[src/rtl/inst_fetch_pkg.sv]
// inst_fetch_pkg: shared widths, reset/step constants, chip-enable encoding and fetch FSM states
package inst_fetch_pkg;
  localparam int ADDR_W = 16;
  localparam int INST_W = 16;
  localparam logic [ADDR_W-1:0] RESET_PC = 16'h0000;
  localparam logic [ADDR_W-1:0] PC_STEP = 16'd2;
  localparam logic CHIP_ENABLE = 1'b1;
  localparam logic CHIP_DISABLE = 1'b0;
  localparam logic [INST_W-1:0] ZERO_WORD = '0;
  typedef logic [INST_W-1:0] inst_bus_t;
  typedef enum logic [1:0] {IDLE, RUN, HALT} fetch_state_t;
endpackage

[src/rtl/if_pc_gen.sv]
// if_pc_gen: PC register with hold / +PC_STEP / branch / reset next-PC mux
//   clk, rst          clock and synchronous active-high reset
//   inc_i             advance pc by PC_STEP
//   br_i, br_target_i load halfword-aligned branch target (wins over inc_i)
//   pc_o              current pc
module if_pc_gen import inst_fetch_pkg::*; (
  input  logic              clk,
  input  logic              rst,
  input  logic              inc_i,
  input  logic              br_i,
  input  logic [ADDR_W-1:0] br_target_i,
  output logic [ADDR_W-1:0] pc_o
);
  logic [ADDR_W-1:0] pc_q, pc_d;
  always_comb pc_d = br_i ? (br_target_i & ~ADDR_W'(1)) : inc_i ? pc_q + PC_STEP : pc_q;
  always_ff @(posedge clk) pc_q <= rst ? RESET_PC : pc_d;
  assign pc_o = pc_q;
endmodule

[src/rtl/inst_fetch.sv]
// inst_fetch: instruction fetch initiator driving the ROM port and a valid/ready IF/ID register
//   clk, rst                      clock and synchronous active-high reset
//   rom_ce, rom_addr, rom_inst    ROM port; rom_addr is always the pc, data returns same cycle
//   branch_valid, branch_target   redirect pulse and byte target
//   halt_req                      stop fetching after the current cycle
//   id_ready                      decode accepts if_inst this cycle
//   if_valid, if_inst, if_pc      registered instruction to decode
//   halted                        high while in HALT
module inst_fetch import inst_fetch_pkg::*; (
  input  logic              clk,
  input  logic              rst,
  output logic              rom_ce,
  output logic [ADDR_W-1:0] rom_addr,
  input  inst_bus_t         rom_inst,
  input  logic              branch_valid,
  input  logic [ADDR_W-1:0] branch_target,
  input  logic              halt_req,
  input  logic              id_ready,
  output logic              if_valid,
  output inst_bus_t         if_inst,
  output logic [ADDR_W-1:0] if_pc,
  output logic              halted
);
  fetch_state_t state_q, state_d;
  logic if_valid_q, if_valid_d;
  inst_bus_t if_inst_q, if_inst_d;
  logic [ADDR_W-1:0] if_pc_q, if_pc_d, pc;
  logic br, ld;
  if_pc_gen u_pc_gen (
    .clk(clk),
    .rst(rst),
    .inc_i(ld),
    .br_i(br),
    .br_target_i(branch_target),
    .pc_o(pc)
  );
  // a branch flushes the IF/ID register and discards the word on rom_inst;
  // outside a branch, the register only drains in HALT
  always_comb begin
    br = branch_valid && state_q != IDLE;
    ld = state_q == RUN && !br && (!if_valid_q || id_ready);
    state_d = (state_q == IDLE || br) ? RUN : (state_q == RUN && halt_req) ? HALT : state_q;
    if_valid_d = br ? 1'b0 : ld ? 1'b1 : id_ready ? 1'b0 : if_valid_q;
    if_inst_d = ld ? rom_inst : if_inst_q;
    if_pc_d = ld ? pc : if_pc_q;
    rom_ce = state_q == RUN ? CHIP_ENABLE : CHIP_DISABLE;
    halted = state_q == HALT;
  end
  always_ff @(posedge clk) begin
    if (rst) begin
      state_q <= IDLE;
      if_valid_q <= 1'b0;
      if_inst_q <= ZERO_WORD;
      if_pc_q <= '0;
    end else begin
      state_q <= state_d;
      if_valid_q <= if_valid_d;
      if_inst_q <= if_inst_d;
      if_pc_q <= if_pc_d;
    end
  end
  assign rom_addr = pc;
  assign if_valid = if_valid_q;
  assign if_inst = if_inst_q;
  assign if_pc = if_pc_q;
endmodule
[config.mk]
export PLATFORM = sky130hd
export DESIGN_NAME = inst_fetch
export DESIGN_NICKNAME = d
export VERILOG_FILES = /design/src/rtl/inst_fetch_pkg.sv /design/src/rtl/if_pc_gen.sv /design/src/rtl/inst_fetch.sv
export SDC_FILE = /design/constraint.sdc
export NUM_CORES = 1
export LEC_CHECK = 0
export CORE_ASPECT_RATIO = 0.8
export CORE_MARGIN = 3
export CORE_UTILIZATION = 42
export DETAILED_ROUTE_END_ITERATION = 10
export GPL_TIMING_DRIVEN = 0
export PLACE_DENSITY = 0.78
export SLEW_MARGIN = 15
export SYNTH_ARGS = -nofsm -noshare
export SYNTH_HDL_FRONTEND = slang
export SYNTH_SLANG_ARGS = --single-unit
[constraint.sdc]
create_clock -name clk -period 2.48 [get_ports clk]
set_clock_uncertainty 0.2 [all_clocks]
set_input_delay 0.248 -clock clk [delete_from_list [all_inputs] [get_ports clk]]
set_output_delay 0.248 -clock clk [all_outputs]
set_load 0.01 [all_outputs]
==> impl_metrics.tcl <==
set metrics [dict create \
    outcome "finished clean" \
    slowest_stage "clkdlybuf4s50_1" \
    placed_cells 431 \
    area_growth_pct 46.7 \
    cts_resized 0 \
    die-width_um 87.3 \
    fin_ws_ns 0.136 \
    setup_viol 0 \
    drv_cap 0 \
    synth-seq-cells 49 \
    grt_pass1_vias 2242 \
    timing.fmax_mhz 427 \
    cp_top_family "buffers and inverters" \
    worstMarginPinSlew_ns 0.546 \
    arrival_ns 1.90 \
    synth_cells 284 \
    path_cells "clkbuf_1 > nor2b_1 > clkdlybuf4s50_1" \
    route.detailed.drc 0 \
    antenna_found_initial 0 \
    drt_wl_total_um 6510 \
    initial_core_util_pct 43.9 \
    setup_tns_ns 0 \
    crit_path_max_fanout 10 \
    ant_nets 0 \
    grt_max_degree 15 \
    end_kind "output pin" \
    grt_pass1_wl_um 10600 \
    drive_above_1_share_pct 5.84 \
    max_slew_margin_pct 63.6 \
    crit_required_ns 2.03 \
    via_count 2359 \
    critPathBufInv 2 \
    cellPowerDensity_nw_per_um2 553 \
    clockRootBuffer "clkbuf_8" \
    yosys_warnings 0 \
    period_needed_ns 2.34 \
    nNetsFinal 414 \
    dpl_worst_slack_ns 0.299 \
    overflow 0 \
    dr.pass1.iters 5 \
    rows 23 \
    syn_area_sq_um 2220 \
    fillers 466 \
    post_cts_buffers 0 \
    vias_per_cell 5.37 \
    cts_tree "built" \
    die_h_um 71.1 \
    io_pins 88 \
    htree_levels 2 \
    core_sq_um 5060 \
    n_antenna_cell 0 \
    drt_iter0_drc 154 \
    leakage_nw 1.15 \
    hp-class "reg2reg" \
    fin_crit_sh_pct 94.5 \
    dp_hpwl_um 4630 \
    holdBufCountCts 0 \
    grt.total_usage_pct 21.0 \
    clockBufferDepth 2 \
    clock_insertion_delay_worst_skew_ns 0.31 \
    wl_per_cell_um 14.8 \
    yosys_most_used_dff "dfxtp_1" \
    final_max_slew_viol_count 0 \
    dieArea_sq_um 6210 \
    cts_buffers 5 \
    final_core_utilization_pct 64.4 \
    synth_cell_types 48 \
    clk_pin_slew_worst_paths_ns 0.10 \
    io_buffers 84 \
    rsz0062_at_grt "false" \
    critical_path_class "reg2out" \
    layoutNonFillerInstCount 439 \
    hold_viol_final 0 \
    async_reset_ff_share_pct 0 \
    place_congestion 0.804 \
    totalPowerFinal_w 0.00180 \
    critPathMaxStageDelay_ns 0.56 \
    cp-start-kind "flip-flop" \
    synth_edf_count 0 \
    ys_seq_area_share_pct 44.1 \
    peakVddDrop_uv 311 \
    avgSynthCellArea_sq_um 7.82 \
    cts.sinks 49 \
]
==> cell usage after synthesis, types with 2 or more instances <==
master | count | area [sq um]
buf_4 | 3 | 22.5
a31oi_1 | 6 | 37.5
a32oi_1 | 2 | 17.5
nand3_1 | 3 | 15.0
nand2b_1 | 2 | 12.5
nor2b_1 | 2 | 12.5
nand2_1 | 75 | 282
o21ai_0 | 2 | 10.0
inv_1 | 8 | 30.0
xnor2_1 | 2 | 17.5
nand4_1 | 4 | 25.0
a311oi_1 | 2 | 17.5
and3_1 | 2 | 12.5
nor3_1 | 2 | 10.0
o21ai_1 | 6 | 30.0
buf_2 | 9 | 45.0
xor2_1 | 5 | 43.8
nor2_1 | 7 | 26.3
or3_1 | 2 | 12.5
o22ai_1 | 7 | 43.8
nor4_1 | 2 | 12.5
a21oi_1 | 44 | 220
mux2_1 | 2 | 22.5
o21a_1 | 3 | 22.5
and4_1 | 2 | 17.5
dfxtp_1 | 49 | 981
clkbuf_1 | 9 | 33.8
a22oi_1 | 2 | 15.0
==> cell type report <==
class                   count  area (sq um)  area share [%]
multi-input cells         204          1090            33.6
flip-flops and latches     49           981            30.1
repair buffers             84           841            25.8
plain buffers              23           116            3.57
clock buffers               7          86.3            2.65
well taps                  62          77.6            2.38
inverters                   9          33.8            1.04
clock inverters             1          30.0           0.921
==> where the power goes <==
part	internal, W	switching, W	total [W]
registers	0.000824	0.0000385	0.000863
logic	0.000175	0.000158	0.000333
clock network	0.000329	0.000279	0.000609
total	0.00133	0.000475	0.00180
==> worst reg2reg max path, cell delays in order (launching register included) <==
cell,delay [ns]
dfxtp_1,0.44
ha_1,0.27
and4_1,0.33
or4b_1,0.48
xor2_1,0.16
o22ai_1,0.14
==> kinds of logic (layout without fill, tap and decap cells) <==
logic type | count (synthesis) | in the layout | synth area share [%]
simple gates | 109 | 109 | 22.4
compound gates | 83 | 83 | 22.2
flops | 49 | 49 | 44.1
buf+inv | 32 | 124 | 6.76
xor+xnor | 7 | 7 | 2.76
mux | 2 | 2 | 1.01
fa+ha+maj | 1 | 1 | 0.563
other cells | 1 | 2 | 0.169
==> per-layer routing <==
metal | global-route usage (%) | share of wire, % | vias to the layer above
li1 | - | - | 1163
met1 | 29.1 | 45 | 1065
met2 | 32.4 | 44 | 123
met3 | 6.52 | 10 | 8
met4 | 4.26 | 0.98 | 0
met5 | 0 | 0 | -
==> layout by cell type, fill, tap and decap left out, types with 3 or more instances in the layout <==
cell              n
inv_1             8
dfxtp_1          49
a21oi_1          44
a31oi_1           6
clkbuf_8          6
xor2_1            5
buf_2             9
nor2_1            7
clkdlybuf4s50_1  84
buf_4             3
nand3_1           3
nand4_1           4
o21a_1            3
nand2_1          75
clkbuf_1         10
o22ai_1           7
o21ai_1           6
==> flip-flops by register name, indices dropped and copies added, names as in the netlist <==
register,flops
if_inst,16
if_pc,15
u_pc_gen.pc_o,15
if_valid,1
state_q,2
==> worst paths after layout <==
check / from / end / slack, ns / cells past startpoint
worst max-delay path: state_q[1]$_SDFFE_PP0P_ / halted / 0.14 / 3
worst max register to register: u_pc_gen.pc_o[2]$_SDFFE_PP0P_ / u_pc_gen.pc_o[15]$_SDFFE_PP0P_ / 0.38 / 5
worst min register to register: if_pc[14]$_SDFFE_PP0P_ / if_pc[14]$_SDFFE_PP0P_ / 0.26 / 2
worst min-delay path: if_pc[14]$_SDFFE_PP0P_ / if_pc[14]$_SDFFE_PP0P_ / 0.26 / 2
==> stage by stage <==
step	area, sq um	hold slack (ns)
floorplan	2230	0.184
global placement	3140	0.241
detailed placement	3140	0.247
CTS	3260	0.259
global route	3260	0.280
finish	3260	0.258
Power figures use the tool's default switching activity.
